$ cat src/rtl/mul_pkg.sv
// Shared types and constants for the sequential shift-add mantissa multiplier.
package mul_pkg;

   localparam int unsigned MUL_WIDTH_DEFAULT = 24;

   typedef enum logic [1:0] {
      IDLE = 2'd0,
      RUN  = 2'd1,
      DONE = 2'd2
   } mul_state_t;

   // Step counter width: enough to count 0..WIDTH-1.
   function automatic int unsigned mul_cnt_width(input int unsigned width);
      return (width > 1) ? $clog2(width) : 1;
   endfunction

endpackage

$ cat src/rtl/seq_mantissa_mul_if.sv
// Operand/result handshake bundle for seq_mantissa_mul.
interface seq_mantissa_mul_if
   import mul_pkg::*;
#(
   parameter int unsigned WIDTH = MUL_WIDTH_DEFAULT
);
   logic                 in_valid;
   logic                 in_ready;
   logic [WIDTH-1:0]     a;
   logic [WIDTH-1:0]     b;
   logic                 out_valid;
   logic                 out_ready;
   logic [2*WIDTH-1:0]   product;
   logic                 busy;

   modport master (
      output in_valid, a, b, out_ready,
      input  in_ready, out_valid, product, busy
   );

   modport slave (
      input  in_valid, a, b, out_ready,
      output in_ready, out_valid, product, busy
   );
endinterface

$ cat src/rtl/mul_step.sv
// One radix-2 add-shift step: conditionally add M into the high half, then
// shift the (2*WIDTH+1)-bit {carry,hi,lo} right by one.
module mul_step #(
   parameter int unsigned WIDTH = 24
) (
   input  logic [WIDTH-1:0] p_hi,
   input  logic [WIDTH-1:0] p_lo,
   input  logic [WIDTH-1:0] m,
   output logic [WIDTH-1:0] nxt_hi,
   output logic [WIDTH-1:0] nxt_lo
);
   logic [WIDTH:0] sum;

   // Single adder; the carry lands in bit WIDTH and is shifted into nxt_hi's MSB.
   always_comb begin
      sum = {1'b0, p_hi} + (p_lo[0] ? {1'b0, m} : (WIDTH+1)'(0));
   end

   assign nxt_hi = sum[WIDTH:1];
   assign nxt_lo = {sum[0], p_lo[WIDTH-1:1]};
endmodule

$ cat src/rtl/seq_mantissa_mul.sv
// Sequential radix-2 shift-add multiplier for unsigned mantissas.
// Optional feature macro: MUL_EARLY_EXIT_EN (zero operand skips straight to DONE).
module seq_mantissa_mul
   import mul_pkg::*;
#(
   parameter int unsigned WIDTH = MUL_WIDTH_DEFAULT
) (
   input  logic             clk,
   input  logic             rst_n,
   seq_mantissa_mul_if.slave bus
);
   localparam int unsigned CNT_W = mul_cnt_width(WIDTH);
   localparam logic [CNT_W-1:0] LAST_STEP = CNT_W'(WIDTH - 1);

   mul_state_t           state;
   logic [WIDTH-1:0]     p_hi;
   logic [WIDTH-1:0]     p_lo;
   logic [WIDTH-1:0]     m;
   logic [CNT_W-1:0]     cnt;
   logic                 out_valid_q;
   logic [2*WIDTH-1:0]   product_q;
   logic [WIDTH-1:0]     nxt_hi;
   logic [WIDTH-1:0]     nxt_lo;

   mul_step #(.WIDTH(WIDTH)) u_step (
      .p_hi   (p_hi),
      .p_lo   (p_lo),
      .m      (m),
      .nxt_hi (nxt_hi),
      .nxt_lo (nxt_lo)
   );

   // Handshake status is decoded from the registered state only.
   assign bus.in_ready  = (state == IDLE);
   assign bus.busy      = (state != IDLE);
   assign bus.out_valid = out_valid_q;
   assign bus.product   = product_q;

   // FSM, step counter and datapath registers.
   always_ff @(posedge clk) begin
      if (!rst_n) begin
         state       <= IDLE;
         out_valid_q <= 1'b0;
         product_q   <= '0;
         cnt         <= '0;
         p_hi        <= '0;
         p_lo        <= '0;
         m           <= '0;
      end else begin
         case (state)
            IDLE: begin
               if (bus.in_valid) begin
`ifdef MUL_EARLY_EXIT_EN
                  if ((bus.a == '0) || (bus.b == '0)) begin
                     state       <= DONE;
                     out_valid_q <= 1'b1;
                     product_q   <= '0;
                  end else
`endif
                  begin
                     p_hi  <= '0;
                     p_lo  <= bus.b;
                     m     <= bus.a;
                     cnt   <= '0;
                     state <= RUN;
                  end
               end
            end
            RUN: begin
               p_hi <= nxt_hi;
               p_lo <= nxt_lo;
               cnt  <= cnt + CNT_W'(1);
               if (cnt == LAST_STEP) begin
                  state       <= DONE;
                  out_valid_q <= 1'b1;
                  product_q   <= {nxt_hi, nxt_lo};
               end
            end
            DONE: begin
               if (bus.out_ready) begin
                  state       <= IDLE;
                  out_valid_q <= 1'b0;
               end
            end
            default: begin
               state       <= IDLE;
               out_valid_q <= 1'b0;
            end
         endcase
      end
   end
endmodule
$ cat src/flat_wrapper.sv
// flat-port wrapper written by rule: the top's interface ports become plain ports
module seq_mantissa_mul_flat import mul_pkg::*;
#(
   parameter int unsigned WIDTH = MUL_WIDTH_DEFAULT
)
  (clk, rst_n, bus_in_valid, bus_a, bus_b, bus_out_ready, bus_in_ready, bus_out_valid, bus_product, bus_busy);
  seq_mantissa_mul_if #(.WIDTH(WIDTH)) bus_i ();
  input  logic clk;
  input  logic rst_n;
  input wire logic [$bits(bus_i.in_valid)-1:0] bus_in_valid;
  input wire logic [$bits(bus_i.a)-1:0] bus_a;
  input wire logic [$bits(bus_i.b)-1:0] bus_b;
  input wire logic [$bits(bus_i.out_ready)-1:0] bus_out_ready;
  output wire logic [$bits(bus_i.in_ready)-1:0] bus_in_ready;
  output wire logic [$bits(bus_i.out_valid)-1:0] bus_out_valid;
  output wire logic [$bits(bus_i.product)-1:0] bus_product;
  output wire logic [$bits(bus_i.busy)-1:0] bus_busy;
  assign bus_i.in_valid = bus_in_valid;
  assign bus_i.a = bus_a;
  assign bus_i.b = bus_b;
  assign bus_i.out_ready = bus_out_ready;
  assign bus_in_ready = bus_i.in_ready;
  assign bus_out_valid = bus_i.out_valid;
  assign bus_product = bus_i.product;
  assign bus_busy = bus_i.busy;
  seq_mantissa_mul #(.WIDTH(WIDTH)) u_core (.clk(clk), .rst_n(rst_n), .bus(bus_i));
endmodule
$ cat config.mk
export PLATFORM = sky130hd
export DESIGN_NAME = seq_mantissa_mul_flat
export DESIGN_NICKNAME = d
export VERILOG_FILES = /design/src/rtl/mul_pkg.sv /design/src/rtl/seq_mantissa_mul_if.sv /design/src/rtl/mul_step.sv /design/src/rtl/seq_mantissa_mul.sv /design/src/flat_wrapper.sv
export SDC_FILE = /design/constraint.sdc
export NUM_CORES = 1
export LEC_CHECK = 0
export CORE_MARGIN = 4
export CORE_UTILIZATION = 42
export DETAILED_ROUTE_END_ITERATION = 7
export PLACE_DENSITY = 0.69
export RECOVER_POWER = 50
export SLEW_MARGIN = 10
export SYNTH_ARGS = -nofsm -noshare
export SYNTH_HDL_FRONTEND = slang
export SYNTH_HIERARCHICAL = 1
export SYNTH_SLANG_ARGS = --single-unit
$ cat constraint.sdc
create_clock -name clk -period 4.1 [get_ports clk]
set_input_delay 0.82 -clock clk [delete_from_list [all_inputs] [get_ports clk]]
set_output_delay 0.82 -clock clk [all_outputs]
set_load 0.05 [all_outputs]
==> run_results.csv, run 1 <==
group,metric,value,unit
setup_path,cp-start-kind,"register",
floorplan,die_w,133,um
placement,dp_cells,1054,
pwr,p_per_area,380,nW/um2
routing,drc,0,
yosys,netlist_top_cells_count,"nand2_1 (233), dfxtp_1 (128), a21oi_1 (69)",
pwr,p_sw,741,uW
timing,rsz0062_at_grt,"no",
outcome,violations,"capacitance limit, slew limit",
worst_hold_path,min_path_type,"register to register",
global_route,grt_pass1_wl,25400,um
global_route,grt_overflow,0,
routing,via_per_inst,5.08,
clocking,htreeDepth,4,
global_route,antenna_found_initial,0,
timing,finalCritPeriodShare,0.819,
setup_path,r2r_setup_slack,0.74,ns
routing,via_count,5522,
clocking,cts_sinks,128,
timing,final-hold-violation-count,0,
global_route,track_usage,0.174,
final_layout,layout.nets,940,
setup_path,crit_type,"register to register",
global_route,grt_max_degree,65,
floorplan,rows,45,
yosys,seq_area_frac_synth,0.390,
yosys,syn_area_per_cell,8.09,um2
yosys,yosysMostFrequentCell,"nand2_1",
routing,wire_per_inst,14.2,um
setup_path,crit_family,"buffers and inverters",
global_route,grt_pass1_vias,5186,
setup_path,path_max_fanout,32,
yosys,synth_largest_area_cell,"dfxtp_1",
timing,fin_skew,0.00514,ns
final_layout,drive_above_1_share,0.0617,
pwr,p_leak,0.00303,uW
clocking,clk_latency,0.42,ns
setup_path,crit_end,"u_core/bus.product[34]",
final_layout,antenna-diode-count,0,
floorplan,coreArea,15300,um2
timing,fmax,0.298,GHz
placement,place_congestion,0.889,
setup_path,crit_path_start,"u_core/cnt[0]",
floorplan,start_util,0.431,
floorplan,io_pins,103,
yosys,ys_ff_latch,128,
yosys,synth_top_cell_area_share,0.390,
routing,antenna_left,0,
pwr,internal_power,2310,uW
timing,post-route-min-period,3.36,ns
timing,slew_headroom,-0.659,
routing,drtIter0Drc,309,
setup_path,critPathMaxStageDelay,1.81,ns
yosys,ys.flop_type,"dfxtp_1",
yosys,async_flop_share,0,
clocking,cts_hold_buf,0,
setup_path,cp_cell_sequence,"ha_1 > nand2_1 > nor4_1 > clkbuf_1 > mux2i_1",
yosys,synth_edf_count,0,
clocking,cts_buffer_depth,2,
timing,maxSlewViolCount,137,
setup_path,crit_required,4.30,ns
clocking,post-cts-setup-buffer-count,0,
pwr,clock_power_share,0.493,
setup_path,cp-end-kind,"register",
clocking,root_buffer,"clkbuf_16",
yosys,yosys-top-cells-area,"dfxtp_1 (39%), nand2_1 (13%), mux2i_1 (7.6%)",
yosys,synth_warnings,6,
setup_path,crit_arrival,3.56,ns
setup_path,reg2reg_to,"u_core/bus.product[34]",
yosys,synth_area,6570,um2
setup_path,slowest_stage,"clkbuf_1",
setup_path,crit_buf_inv,1,
floorplan,die_area,17700,um2
pwr,switching_share,0.243,
setup_path,worst-path-stages,5,
pwr,pwr-share-seq,0.431,
routing,dr.pass1.iters,7,
setup_path,worstRegToRegCells,5,
setup_path,r2r-start,"u_core/cnt[0]",
yosys,synth.net_count,890,
final_layout,fin_cells,1086,
timing,fin_tns_setup,0,ns
placement,io_buffers,102,
final_layout,syn_to_final_growth,22.1,%
clocking,numCtsBuffers,17,
clocking,cts_tree,"done",
yosys,synth.distinct_cells,59,
clocking,clk_pin_slew,0.06,ns
yosys,syn-instance-count,812,
pwr,ir_worst_vdd,0.293,mV
placement,dp.final_hpwl,10300,um
flow_run,drv_cap,3,
timing,tightest_slew,2.49,ns
routing,routed_wl,15400,um
outcome,status,"finished, violations left",
pwr,pwr-share-comb,0.076,
timing,setup_viol,0,
clocking,postCtsResizedCells,0,
floorplan,die_h,133,um
[stage by stage]
| stage | setup slack, ns | area (um2) | utilization | hold slack [ns] | power (uW) |
|---|---|---|---|---|---|
| after global placement | 1.11 | 7460 | 0.489 | 0.439 | 1570 |
| after global routing | 0.495 | 8020 | 0.526 | 0.472 | 3170 |
| after detailed placement | 1.01 | 7460 | 0.489 | 0.443 | 1570 |
| after CTS | 0.988 | 8050 | 0.528 | 0.451 | 3090 |
| final | 0.743 | 8020 | 0.526 | 0.453 | 3050 |
| after floorplan | 1.48 | 6570 | - | 0.432 | 1510 |
[how the worst min path moves through the flow]
stage | depth (start not counted) | start | slack, ns | endpoint
floorplan | 2 | u_core/m[0] | 0.43 | u_core/m[0]
CTS | 2 | u_core/m[19] | 0.45 | u_core/m[19]
detailed placement | 2 | u_core/m[19] | 0.44 | u_core/m[19]
global route | 2 | u_core/bus.product[8] | 0.47 | u_core/bus.product[8]
global placement | 2 | u_core/m[19] | 0.44 | u_core/m[19]
finish | 2 | u_core/m[19] | 0.45 | u_core/m[19]
[sequential cells by signal, summed over array words and instances, names as in the netlist]
signal	count
u_core/bus.out_valid	1
u_core/bus.product	48
u_core/cnt	5
u_core/m	24
u_core/p_hi	24
u_core/p_lo	24
u_core/state	2
[layout make-up]
| class | count | area, um2 |
|---|---|---|
| Clock buffer | 20 | 457 |
| Clock inverter | 12 | 134 |
| Fill cell | 1488 | 7240 |
| Inverter | 6 | 22.5 |
| Multi-Input combinational cell | 599 | 3520 |
| Sequential cell | 128 | 2560 |
| Tap cell | 211 | 264 |
| Timing Repair Buffer | 110 | 1060 |
[layout by cell type, fill, tap and decap left out, types with 3 or more instances in the layout]
cell type and count:
clkinv_4 3, clkbuf_16 17, and2_1 25, xor2_1 8, and3_1 6, nor2_1 7, a21oi_1 69, a21o_1 7
clkbuf_1 5, o21ai_0 35, clkinv_2 3, clkdlybuf4s50_1 95, nand3_1 38, nand2_1 233, nor2b_1 4, ha_1 25
nor3b_1 3, buf_4 5, o21a_1 4, mux2i_1 50, xnor2_1 13, dlygate4sd3_1 6, dfxtp_1 128, inv_1 5
a31oi_1 28, nand2b_1 3
[worst register-to-register path, stage by stage (launching register included)]
cell,delay [ns]
dfxtp_1,0.35
ha_1,0.23
nand2_1,0.09
nor4_1,0.37
clkbuf_1,1.81
mux2i_1,0.29
[metal layers]
metal | GRT usage | part of all wire | up-vias
met3 | 0.0407 | 0.049 | 23
met1 | 0.240 | 0.49 | 2535
li1 | - | - | 2838
met5 | 0 | 0 | -
met4 | 0.0595 | 0.015 | 0
met2 | 0.267 | 0.45 | 126
[cell families (layout without fill, tap and decap cells)]
group                    count (synthesis)  in the layout  share of synthesized area
flip-flops                             128            128                      0.390
buffers and inverters                   85            148                     0.0733
XOR/XNOR                                21             21                     0.0280
AO/OA/AOI/OAI                          166            166                      0.155
multiplexers                            51             51                     0.0779
adder cells (fa/ha/maj)                 26             26                     0.0507
AND/OR/NAND/NOR                        335            335                      0.225
[power by group through the flow]
stage	Sequential, uW	Combinational (uW)	Clock [uW]
2_1_floorplan	1320	184	0
3_3_place_gp	1340	229	0
3_5_place_dp	1340	231	0
4_1_cts	1310	234	1540
5_1_grt	1320	259	1590
6_report	1310	231	1500
Power figures use the tool's default switching activity.
==> inputs of run 2 (changes only) <==
==> constraint.sdc (replaced) <==
create_clock -name clk -period 3.4 [get_ports clk]
set_input_delay 0.68 -clock clk [delete_from_list [all_inputs] [get_ports clk]]
set_output_delay 0.68 -clock clk [all_outputs]
set_load 0.05 [all_outputs]
==> run_results.csv, run 2 (synthesis gave the netlist of run 1 again) <==
group,metric,value,unit
outcome,status,"finished, violations left",
outcome,violations,"capacitance limit, slew limit",
setup_path,crit_type,"register to register",
setup_path,cp-start-kind,"register",
clocking,clk_latency,0.41,ns
clocking,cts_buffer_depth,2,
pwr,clock_power_share,0.498,
clocking,numCtsBuffers,17,
setup_path,worstRegToRegCells,11,
global_route,grt_use_met1,0.244,
final_layout,fin_cells,1088,
timing,rsz0062_at_grt,"no",
routing,routed_wl,15400,um
setup_path,crit_path_start,"u_core/p_lo[0]",
final_layout,multiInputGateArea,3520,um2
setup_path,r2r-start,"u_core/p_lo[0]",
routing,antenna_left,0,
timing,fmax,0.343,GHz
pwr,ir_worst_vdd,0.398,mV
pwr,internal_power,2870,uW
final_layout,antenna-diode-count,0,
pwr,p_per_area,462,nW/um2
floorplan,rows,45,
clocking,clk_pin_slew,0.06,ns
final_layout,drive_above_1_share,0.0650,
clocking,htreeDepth,4,
setup_path,slowest_stage,"dfxtp_1",
timing,setup_viol,0,
placement,io_buffers,102,
final_layout,syn_to_final_growth,22.7,%
floorplan,die_w,133,um
timing,final-hold-violation-count,0,
routing,via_per_inst,5.10,
global_route,use_met3,0.0395,
floorplan,die_h,133,um
floorplan,io_pins,103,
global_route,grt_use_met2,0.274,
setup_path,crit_required,3.73,ns
routing,dr.pass1.iters,5,
placement,dp.final_hpwl,10400,um
global_route,track_usage,0.176,
routing,drc,0,
global_route,grt_overflow,0,
clocking,root_buffer,"clkbuf_16",
pwr,pwr-share-seq,0.425,
final_layout,largest_reg_flops,48,
clocking,postCtsResizedCells,0,
routing,drtIter0Drc,241,
placement,dp_cells,1056,
placement,place_congestion,0.871,
timing,maxSlewViolCount,52,
setup_path,crit_family,"compound AO/OA/AOI/OAI gates",
floorplan,coreArea,15300,um2
global_route,grt_pass1_wl,25700,um
setup_path,path_max_fanout,15,
floorplan,start_util,0.431,
setup_path,crit_buf_inv,0,
setup_path,cp_cell_sequence,"and2_1 > ha_1 > a21o_1 > a21oi_1 > o21ai_0 > a211oi_1 > nor3b_1 > o41ai_2 > xnor2_1 > nand2_1 > mux2i_1",
clocking,cts_sinks,128,
clocking,cts_tree,"done",
floorplan,die_area,17700,um2
setup_path,critPathMaxStageDelay,0.56,ns
pwr,p_leak,0.00305,uW
timing,finalCritPeriodShare,0.857,
global_route,grt.busiest_layer,"met2",
worst_hold_path,min_path_type,"register to register",
pwr,switching_share,0.229,
setup_path,r2r_setup_slack,0.49,ns
pwr,p_sw,853,uW
setup_path,crit_arrival,3.24,ns
timing,fin_tns_setup,0,ns
clocking,cts_hold_buf,0,
worst_hold_path,worstHoldStart,"u_core/bus.product[11]",
clocking,post-cts-setup-buffer-count,0,
timing,slew_headroom,-0.286,
flow_run,drv_cap,1,
final_layout,layout.nets,942,
timing,tightest_slew,1.93,ns
global_route,grt_max_degree,56,
routing,wire_per_inst,14.2,um
setup_path,worst-path-stages,11,
final_layout,seq_area,2560,um2
routing,via_count,5551,
global_route,grt_pass1_vias,5249,
final_layout,mostFrequentLayoutCells,"nand2_1 (233), dfxtp_1 (128), clkdlybuf4s50_1 (97)",
final_layout,fillCellCount,1477,
worst_hold_path,worstHoldPathCells,2,
global_route,antenna_found_initial,0,
timing,fin_skew,0.00691,ns
pwr,pwr-share-comb,0.077,
timing,post-route-min-period,2.91,ns
setup_path,cp-end-kind,"register",
final_layout,final_common_cell,"nand2_1",
[run 2: cell count changes in the layout (fill, tap and decap cells not counted), sizes merged, moves of 2 or more]
cell and change:
buf +2, clkbuf +2, clkdlybuf4s50 +2, dlygate4sd3 -2, inv -2
[run 2: layout make-up]
class                      instances  area share
clock buffer                      22      0.0589
clock inverter                    10      0.0166
inverter                           6     0.00280
multi-input combinational        599       0.437
sequential                       128       0.318
tap                              211      0.0328
timing repair buffer             112       0.134
[run 2: path summary, 6_finish.rpt]
path | endpoint
hold reg to reg | u_core/bus.product[11]
hold / removal | u_core/bus.product[11]
setup / recovery | u_core/bus.product[44]
setup reg to reg | u_core/bus.product[44]
[run 2: metrics by stage]
stage               utilization  area [um2]  setup WS [ns]  total power, uW  hold WS (ns)
floorplan                     -        6570          0.775             1820         0.432
global placement          0.490        7480          0.604             1900         0.442
detailed placement        0.490        7480          0.518             1900         0.445
CTS                       0.530        8090          0.463             3770         0.453
global route              0.528        8060          0.172             3870         0.473
finish                    0.528        8060          0.486             3720         0.451
[run 2: worst min-delay path, delay by kind of cell, from the launching register on]
kind / cells / cell delay, ns
flops: 1 / 0.30
simple gates: 1 / 0.05
mux: 1 / 0.05
[run 2: layer usage]
metal | up-vias | part of all wire
li1 | 2838 | -
met2 | 133 | 0.46
met4 | 0 | 0.011
met1 | 2565 | 0.48
met3 | 15 | 0.048
met5 | - | 0
[run 2: power groups by stage]
stage	Clock, uW	Combinational, uW	Sequential, uW
floorplan	0	221	1600
CTS	1900	287	1580
finish	1860	285	1580
detailed placement	0	284	1610
global route	1960	319	1590
global placement	0	282	1610
==> inputs of run 3 (changes only) <==
--- a/config.mk
+++ b/config.mk
@@ -5,10 +5,12 @@
 export SDC_FILE = /design/constraint.sdc
 export NUM_CORES = 1
 export LEC_CHECK = 0
+export CELL_PAD_IN_SITES_DETAIL_PLACEMENT = 2
+export CELL_PAD_IN_SITES_GLOBAL_PLACEMENT = 2
 export CORE_MARGIN = 4
-export CORE_UTILIZATION = 42
+export CORE_UTILIZATION = 32
 export DETAILED_ROUTE_END_ITERATION = 7
-export PLACE_DENSITY = 0.69
+export PLACE_DENSITY = 0.85
 export RECOVER_POWER = 50
 export SLEW_MARGIN = 10
 export SYNTH_ARGS = -nofsm -noshare
==> run_results.csv, run 3 (synthesis gave the netlist of run 1 again) <==
group,metric,value,unit
outcome,status,"finished, final reports clean",
placement,place_congestion,0.837,
clocking,postCtsResizedCells,0,
clocking,cts_sinks,128,
final_layout,utilization,0.406,
final_layout,drive_above_1_share,0.0706,
setup_path,critPathMaxStageDelay,0.44,ns
timing,post-route-min-period,3.08,ns
setup_path,cp-end-kind,"register",
timing,setup_viol,0,
routing,via_count,5819,
timing,fin_tns_setup,0,ns
global_route,grt_pass1_vias,6333,
floorplan,io_pins,103,
setup_path,crit_type,"register to register",
clocking,htreeDepth,4,
pwr,p_leak,0.00309,uW
timing,finalCritPeriodShare,0.907,
timing,slew_headroom,0.257,
final_layout,layout.nets,944,
placement,post-place-ws,0.500,ns
global_route,grt_overflow,0,
timing,maxSlewViolCount,0,
timing,fmax,0.324,GHz
placement,placed_area,7570,um2
global_route,grt_use_met1,0.229,
placement,dp.final_hpwl,14000,um
final_layout,antenna-diode-count,0,
routing,dr.pass1.iters,4,
clocking,root_buffer,"clkbuf_16",
floorplan,die_area,22900,um2
setup_path,cp-start-kind,"register",
routing,via_per_inst,5.07,
floorplan,die_w,151,um
routing,drtIter0Drc,212,
final_layout,final_common_cell,"nand2_1",
floorplan,coreArea,20200,um2
final_layout,largest_reg_flops,48,
clocking,numCtsBuffers,17,
global_route,grt_pass1_wl,33400,um
final_layout,syn_to_final_growth,25.1,%
global_route,grt.busiest_layer,"met2",
floorplan,start_util,0.325,
routing,antenna_left,0,
setup_path,crit_arrival,3.40,ns
routing,wire_per_inst,17.9,um
setup_path,cp_cell_sequence,"buf_4 > and2_1 > ha_1 > a21o_1 > a211oi_2 > nand3_1 > a211oi_1 > nor3b_1 > o41ai_2 > xnor2_1 > nand2_1 > a21oi_1",
clocking,cts_hold_buf,0,
clocking,cts_buffer_depth,2,
floorplan,die_h,151,um
clocking,post-cts-setup-buffer-count,0,
timing,rsz0062_at_grt,"no",
global_route,use_met3,0.0347,
clocking,cts_tree,"done",
floorplan,rows,52,
routing,routed_wl,20500,um
pwr,p_per_area,488,nW/um2
final_layout,final_area,8220,um2
global_route,grt_use_met2,0.325,
final_layout,mostFrequentLayoutCells,"nand2_1 (233), dfxtp_1 (128), clkdlybuf4s50_1 (97)",
global_route,track_usage,0.184,
setup_path,slowest_stage,"dfxtp_1",
pwr,ir_worst_vdd,0.306,mV
setup_path,path_max_fanout,17,
timing,fin_skew,0.00773,ns
worst_hold_path,min_path_type,"register to register",
timing,finalWorstSetupSlack,0.317,ns
global_route,antenna_found_initial,0,
setup_path,crit_required,3.72,ns
timing,final-hold-violation-count,0,
clocking,clk_pin_slew,0.06,ns
flow_run,drv_cap,0,
global_route,grt_max_degree,96,
timing,tightest_slew,1.11,ns
routing,drc,0,
placement,io_buffers,102,
timing,holdWs,0.461,ns
clocking,clk_latency,0.42,ns
-- run 3: cell types whose count changed in the layout (fill, tap and decap cells not counted), moves of 2 or more --
cell / delta
clkbuf_8: -2
clkinv_2: -3
buf_4: +3
clkbuf_1: -4
bufinv_16: +3
-- run 3: metrics by stage --
step | cells | total power, uW
after CTS | 1148 | 4050
after global routing | 1148 | 4160
after floorplan | 812 | 1820
final | 1148 | 4010
after detailed placement | 1117 | 1920
after global placement | 1117 | 1910
-- run 3: area by class of cell --
| class | instances | area, um2 |
|---|---|---|
| well taps | 270 | 338 |
| fillers | 2263 | 12000 |
| multi-input cells | 599 | 3520 |
| flip-flops and latches | 128 | 2560 |
| inverters | 6 | 22.5 |
| clock buffers | 18 | 439 |
| repair buffers | 114 | 1100 |
| clock inverters | 13 | 234 |
-- run 3: worst max-delay path, delay by kind of cell (launching register included) --
| family | cells | cell delay [ns] |
|---|---|---|
| xor+xnor | 1 | 0.20 |
| compound gates | 5 | 1.28 |
| simple gates | 4 | 0.50 |
| buf+inv | 1 | 0.27 |
| flops | 1 | 0.44 |
| fa+ha+maj | 1 | 0.27 |
-- run 3: where the power goes --
part | internal (uW) | switching (uW) | total [uW]
clock | 1390 | 725 | 2120
sequential | 1550 | 37.8 | 1580
combinational | 119 | 185 | 304
-- run 3: layer usage --
layer | vias up | share of wire
li1 | 2841 | -
met1 | 2860 | 0.45
met2 | 100 | 0.50
met3 | 18 | 0.033
met4 | 0 | 0.012
met5 | - | 0
-- run 3: path summary, 6_finish.rpt --
kind / startpoint / endpoint / slack, ns / depth (start not counted)
max: u_core/p_lo[0] / u_core/p_hi[20] / 0.32 / 12
min: u_core/bus.product[4] / u_core/bus.product[4] / 0.46 / 2
max reg2reg: u_core/p_lo[0] / u_core/p_hi[20] / 0.32 / 12
min reg2reg: u_core/bus.product[4] / u_core/bus.product[4] / 0.46 / 2
